`config.mk`:
```
export PLATFORM = sky130hd
export DESIGN_NAME = batch_infer_seq
export DESIGN_NICKNAME = d
export VERILOG_FILES = /design/src/rtl/batch_infer_seq.sv
export SDC_FILE = /design/constraint.sdc
export NUM_CORES = 1
export LEC_CHECK = 0
export ABC_AREA = 1
export BUFFER_PORTS_ARGS = -buffer_cell sky130_fd_sc_hd__buf_2
export CAP_MARGIN = 20
export CORE_AREA = 2 2 78 80
export CTS_CLUSTER_SIZE = 28
export DETAILED_ROUTE_END_ITERATION = 12
export DIE_AREA = 0 0 80 82
export HOLD_SLACK_MARGIN = 0.12
export PLACE_DENSITY = 0.73
export SYNTH_ARGS = -nofsm -noshare
export SYNTH_HDL_FRONTEND = slang
export SYNTH_SLANG_ARGS = --single-unit
```
`constraint.sdc`:
```
create_clock -name clk -period 1.7 [get_ports clk]
set_input_delay 0.085 -clock clk [delete_from_list [all_inputs] [get_ports clk]]
set_output_delay 0.085 -clock clk [all_outputs]
set_load 0.005 [all_outputs]
```
`src/rtl/batch_infer_seq.sv`:
```
// ---------------------------------------------------------------------------
// batch_infer_seq
//
// Sequences a batch of NUM_IMAGES inferences through an external inference
// core. For each image it launches the core, waits for its completion (or a
// timeout), compares the predicted class against the label ROM entry for
// that image, and accumulates the number of correct predictions.
//
// Ports
//   clk           : single clock, rising edge
//   reset         : asynchronous active-high reset
//   start         : batch request, honoured only in IDLE or FINISH
//   abort         : terminates a running batch (LAUNCH / WAIT)
//   core_start    : one-cycle launch pulse to the inference core (registered)
//   core_done     : core completion, honoured only in WAIT
//   core_class    : core prediction, valid with core_done
//   lbl_addr      : label ROM address (current image index)
//   lbl_data      : label ROM data, valid one cycle after lbl_addr changes
//   busy          : high in LAUNCH and WAIT
//   done          : high in FINISH
//   correct_count : number of predictions that matched their label
//   images_done   : number of images evaluated
//   last_class    : most recent core_class captured
//   timeout_err   : a WAIT ran TIMEOUT_CYC cycles without core_done
//   aborted       : the batch ended because of abort
// ---------------------------------------------------------------------------
module batch_infer_seq #(
    parameter int  NUM_IMAGES  = 100,
    parameter int  CLASS_W     = 4,
    parameter int  TIMEOUT_CYC = 65535,
    localparam int IDX_W       = (NUM_IMAGES > 1) ? $clog2(NUM_IMAGES) : 1,
    localparam int CNT_W       = $clog2(NUM_IMAGES + 1)
) (
    input  logic               clk,
    input  logic               reset,
    input  logic               start,
    input  logic               abort,
    output logic               core_start,
    input  logic               core_done,
    input  logic [CLASS_W-1:0] core_class,
    output logic [IDX_W-1:0]   lbl_addr,
    input  logic [CLASS_W-1:0] lbl_data,
    output logic               busy,
    output logic               done,
    output logic [CNT_W-1:0]   correct_count,
    output logic [CNT_W-1:0]   images_done,
    output logic [CLASS_W-1:0] last_class,
    output logic               timeout_err,
    output logic               aborted
);

    // TIMEOUT_CYC is at most 65535, so a 16-bit wait counter suffices.
    localparam int WAIT_W = 16;

    localparam logic [IDX_W-1:0]  LAST_IDX   = IDX_W'(NUM_IMAGES - 1);
    // The counter holds the number of idle WAIT cycles already spent, so the
    // TIMEOUT_CYC-th idle cycle is the one seen with the count at TIMEOUT_CYC-1.
    localparam logic [WAIT_W-1:0] WAIT_LIMIT = WAIT_W'(TIMEOUT_CYC - 1);

    typedef enum logic [1:0] {
        S_IDLE   = 2'd0,
        S_LAUNCH = 2'd1,
        S_WAIT   = 2'd2,
        S_FINISH = 2'd3
    } state_t;

    state_t             state_q,       state_d;
    logic [IDX_W-1:0]   index_q,       index_d;
    logic [WAIT_W-1:0]  wait_cnt_q,    wait_cnt_d;
    logic [CNT_W-1:0]   correct_q,     correct_d;
    logic [CNT_W-1:0]   images_q,      images_d;
    logic [CLASS_W-1:0] last_class_q,  last_class_d;
    logic               timeout_q,     timeout_d;
    logic               aborted_q,     aborted_d;
    logic               core_start_q,  core_start_d;

    logic               class_match;

    // Exact unsigned equality of the prediction against the label.
    assign class_match = (core_class == lbl_data);

    // -----------------------------------------------------------------------
    // Next-state and result logic
    // -----------------------------------------------------------------------
    always_comb begin
        state_d      = state_q;
        index_d      = index_q;
        wait_cnt_d   = wait_cnt_q;
        correct_d    = correct_q;
        images_d     = images_q;
        last_class_d = last_class_q;
        timeout_d    = timeout_q;
        aborted_d    = aborted_q;
        // The launch pulse is registered: it is set only on the edge that
        // enters LAUNCH, so it is high for exactly the LAUNCH cycle.
        core_start_d = 1'b0;

        unique case (state_q)
            S_IDLE, S_FINISH: begin
                // last_class is deliberately kept across batches.
                if (start) begin
                    index_d      = '0;
                    correct_d    = '0;
                    images_d     = '0;
                    timeout_d    = 1'b0;
                    aborted_d    = 1'b0;
                    state_d      = S_LAUNCH;
                    core_start_d = 1'b1;
                end
            end

            S_LAUNCH: begin
                if (abort) begin
                    aborted_d = 1'b1;
                    state_d   = S_FINISH;
                end else begin
                    wait_cnt_d = '0;
                    state_d    = S_WAIT;
                end
            end

            S_WAIT: begin
                // Priority: abort, then completion, then timeout.
                if (abort) begin
                    aborted_d = 1'b1;
                    state_d   = S_FINISH;
                end else if (core_done) begin
                    last_class_d = core_class;
                    // Bounded by NUM_IMAGES, so the counters cannot wrap.
                    images_d     = images_q + CNT_W'(1);
                    if (class_match) begin
                        correct_d = correct_q + CNT_W'(1);
                    end
                    if (index_q == LAST_IDX) begin
                        state_d = S_FINISH;
                    end else begin
                        index_d      = index_q + IDX_W'(1);
                        state_d      = S_LAUNCH;
                        core_start_d = 1'b1;
                    end
                end else if (wait_cnt_q == WAIT_LIMIT) begin
                    timeout_d = 1'b1;
                    state_d   = S_FINISH;
                end else begin
                    wait_cnt_d = wait_cnt_q + WAIT_W'(1);
                end
            end

            default: begin
                state_d = S_IDLE;
            end
        endcase
    end

    // -----------------------------------------------------------------------
    // State and result registers
    // -----------------------------------------------------------------------
    always_ff @(posedge clk or posedge reset) begin
        if (reset) begin
            state_q      <= S_IDLE;
            index_q      <= '0;
            wait_cnt_q   <= '0;
            correct_q    <= '0;
            images_q     <= '0;
            last_class_q <= '0;
            timeout_q    <= 1'b0;
            aborted_q    <= 1'b0;
            core_start_q <= 1'b0;
        end else begin
            state_q      <= state_d;
            index_q      <= index_d;
            wait_cnt_q   <= wait_cnt_d;
            correct_q    <= correct_d;
            images_q     <= images_d;
            last_class_q <= last_class_d;
            timeout_q    <= timeout_d;
            aborted_q    <= aborted_d;
            core_start_q <= core_start_d;
        end
    end

    // -----------------------------------------------------------------------
    // Outputs
    // -----------------------------------------------------------------------
    // The index only moves on the completion edge that re-enters LAUNCH, so
    // the address is stable from LAUNCH through WAIT and the ROM data has at
    // least one cycle to settle before the earliest possible capture.
    assign lbl_addr      = index_q;
    assign core_start    = core_start_q;
    assign busy          = (state_q == S_LAUNCH) || (state_q == S_WAIT);
    assign done          = (state_q == S_FINISH);
    assign correct_count = correct_q;
    assign images_done   = images_q;
    assign last_class    = last_class_q;
    assign timeout_err   = timeout_q;
    assign aborted       = aborted_q;

endmodule

```
==> results.rst <==
.. list-table::
   :header-rows: 1

   * - Metric
     - Value
   * - Width of the chip
     - 80 um
   * - Cell Count Post-Placement
     - 495
   * - Slew Limit Headroom
     - 62.3%
   * - Final Max Slew Viols
     - 0
   * - Post-synthesis share of cell area spent on and, or, nand and nor gates
     - 32.1%
   * - Area share of the largest cell type after synthesis
     - 41.6%
   * - Number of synthesized flops with an enable pin
     - 0
   * - Total of max-cap violations
     - 0
   * - Number of rows created at floorplan
     - 28
   * - Wire length per cell after detailed routing
     - 11.6 um
   * - Highest clock frequency the design can meet
     - 637 MHz
   * - Sum of negative setup slack
     - 0 ps
   * - Transition time of the tightest slew-check pin
     - 566 ps
   * - Synthesized flop and latch total
     - 46
   * - Remaining global-route overflow
     - 0
   * - Clk_skew
     - 3.53 ps
   * - Worst vdd ir
     - 0.000772 V
   * - Pwr per Cell Area
     - 1180 nW/um2
   * - DRC Markers
     - 0
   * - First-pass GRT wire length
     - 10,300 um
   * - TritonCTS clock tree
     - done
   * - CTS max path bufs
     - 2
   * - Via count of the first global-routing pass
     - 2,387
   * - Root cell of the clock tree
     - sky130_fd_sc_hd__clkbuf_8
   * - Length of the first detailed-routing pass in iterations
     - 4
   * - H-Tree Depth
     - 2
   * - Fraction of synthesized area in multiplexers
     - 0%
   * - Post-synthesis instance area
     - 2770 um2
   * - Starting density of the core
     - 48.1%
   * - Largest net degree at the start of global routing
     - 47
   * - Mean instance size in the synthesized netlist
     - 7.33 um2
   * - Global placer's final weighted congestion
     - 0.826
   * - Number of nets produced by synthesis
     - 399
   * - Clock latency of the later-clocked register in the worst-skew pair
     - 290 ps
   * - Hold Crit Class
     - input pin to register
   * - Setup Slack @ Placement
     - 0.672 ps
   * - RSZ-0062 raised after global routing
     - false
   * - Warnings from Yosys
     - 0
   * - Nets@finish
     - 457
   * - Post-synthesis adder-cell area fraction
     - 4.07%
   * - Status
     - complete, no violations
   * - Clock Pin Slew Worst Setup and Hold Paths
     - 90 ps
   * - Synth top area cells
     - sky130_fd_sc_hd__dfrtp_1, sky130_fd_sc_hd__nand2_1, sky130_fd_sc_hd__nand3_1
   * - Aggregate routed wire length
     - 5930 um
   * - Count of routing violations after the opening detailed-route iteration
     - 112
   * - ANT cells
     - 0
   * - Number of nets with antenna violations after detailed routing
     - 0
   * - Overall power after layout
     - 3930 uW
   * - Number of antenna violations at the first check in global routing
     - 0
   * - Hold violation count in the final report
     - 0
   * - CP arrival
     - 1760 ps
   * - Ys async rst share
     - 100%
   * - Worst setup path class
     - register to register
   * - Number of standard cells after synthesis
     - 377
   * - Gr usage total
     - 19.5%
   * - Top-Level Pins
     - 43
   * - Port Buffer Count
     - 42
   * - Area fraction in compound gates after synthesis
     - 11.3%
   * - Vias
     - 2,525
   * - Kind of launch point of the worst setup path
     - register
   * - Setup violation total in the final timing report
     - 0
   * - Unique masters post-synth
     - 28
   * - Most common cell after layout, fill and taps aside
     - sky130_fd_sc_hd__nand2_1
   * - Share of the cycle needed by the critical path after routing
     - 92.3%
   * - Clk sinks
     - 46
   * - Leading cell types in the layout, fill and taps excluded
     - sky130_fd_sc_hd__nand2_1, sky130_fd_sc_hd__dfrtp_1, sky130_fd_sc_hd__buf_2, sky130_fd_sc_hd__nor2_1, sky130_fd_sc_hd__nand3_1
   * - Sequential cell area fraction in the yosys report
     - 41.6%
   * - Via/cell ratio
     - 4.94
   * - Clock buffers created by TritonCTS
     - 5
   * - Final min period
     - 1570 ps
   * - Area share of xor/xnor cells in the synthesized design
     - 2.85%
   * - Cell taking the most area after synthesis
     - sky130_fd_sc_hd__dfrtp_1
   * - Crit path capture type
     - register
   * - Required time of the critical path
     - 1890 ps
   * - Die area
     - 6560 um2
   * - Main synth FF type
     - sky130_fd_sc_hd__dfrtp_1
   * - Leakage
     - 0.00165 uW
   * - Share of post-route cells with drive strength above 1
     - 19.7%
   * - Final non-filler cell total
     - 511
   * - Post-synthesis to final-layout area growth
     - 20.5%
   * - Maximum fanout along the worst path
     - 6
   * - Setup slack of the critical path after layout
     - 131 ps
   * - Post-detailed-placement half-perimeter wirelength
     - 4140 um
   * - Core outline area
     - 5750 um2
   * - Y dimension of the die
     - 82 um
   * - Largest family of logic cells by synthesized area
     - simple AND/OR/NAND/NOR gates
[cell usage after synthesis, types with 5 or more instances]
master and number:
sky130_fd_sc_hd__a21oi_1 15, sky130_fd_sc_hd__dfrtp_1 46, sky130_fd_sc_hd__ha_1 9, sky130_fd_sc_hd__inv_1 38, sky130_fd_sc_hd__inv_2 7, sky130_fd_sc_hd__nand2_1 106, sky130_fd_sc_hd__nand3_1 38, sky130_fd_sc_hd__nand4_1 6
sky130_fd_sc_hd__nor2_1 39, sky130_fd_sc_hd__nor2_2 5, sky130_fd_sc_hd__o21ai_0 10, sky130_fd_sc_hd__o21ai_1 20, sky130_fd_sc_hd__xor2_1 5
[flip-flops by register name, indices dropped and copies added (netlist names)]
signal / count
aborted: 1
state_q: 2
core_start: 1
last_class: 4
lbl_addr: 7
correct_count: 7
timeout_err: 1
images_done: 7
wait_cnt_q: 16
[final cells by class]
class                           instances  area, um2
Clock buffer                            8        110
Sequential cell                        46       1150
Timing Repair Buffer                   57        363
Inverter                               45        169
Fill cell                             538       2410
Tap cell                               75       93.8
Multi-Input combinational cell        280       1450
[cells by family (layout without fill, tap and decap cells)]
| group | count (synthesis) | after routing |
|---|---|---|
| simple gates | 205 | 206 |
| compound gates | 56 | 56 |
| buf+inv | 52 | 110 |
| flops | 46 | 46 |
| fa+ha+maj | 9 | 9 |
| xor+xnor | 9 | 9 |
[layer usage]
metal / vias to the layer above / track usage (%) / part of all wire [%]
met5: - / 0 / 0
met4: 0 / 5.93 / 1.0
met1: 1140 / 24.6 / 46
li1: 1335 / - / -
met2: 43 / 33.7 / 49
met3: 7 / 4.07 / 3.8
[metrics by stage]
stage          cell area, um2  utilization, %  hold slack [ps]
4_1_cts                  3280            57.0              155
6_report                 3330            58.0              160
2_1_floorplan            2770               -              175
5_1_grt                  3330            58.0              184
3_5_place_dp             3100            54.0              272
3_3_place_gp             3100            54.0              268
[final timing paths]
path / startpoint / slack, ps / to / cells after the start
setup / recovery: state_q[0] / 130 / correct_count[6] / 9
hold / removal: abort / 160 / aborted / 3
setup reg to reg: state_q[0] / 130 / correct_count[6] / 9
hold reg to reg: last_class[2] / 490 / last_class[2] / 2
max in group asynchronous: reset / 850 / state_q[0] / 4
min in group asynchronous: reset / 480 / lbl_addr[0] / 4
[timing repair]
item | 4_1_cts | 5_1_grt
pin swaps | 0 | 2
hold endpoints to repair | 52 | 0
buffers inserted | 0 | 1
cloned | 0 | 1
setup endpoints to repair | 1 | 36
gates resized for setup | 1 | 8
hold buffers | 6 | 0
[worst max-delay path, cell delays in order, from the launching register on]
cell and delay [ps]:
sky130_fd_sc_hd__dfrtp_1 360, sky130_fd_sc_hd__inv_1 70, sky130_fd_sc_hd__ha_4 290, sky130_fd_sc_hd__inv_2 50
sky130_fd_sc_hd__nand2_1 60, sky130_fd_sc_hd__nand2_1 100, sky130_fd_sc_hd__nor2_4 160, sky130_fd_sc_hd__nand3_4 140
sky130_fd_sc_hd__nand2_2 160, sky130_fd_sc_hd__o21ai_1 70
[power breakdown]
part	internal (uW)	switching (uW)	leakage (uW)
combinational	678	1120	0.000970
clock	411	372	0.0000575
sequential	1240	112	0.000626
Power figures use the tool's default switching activity.
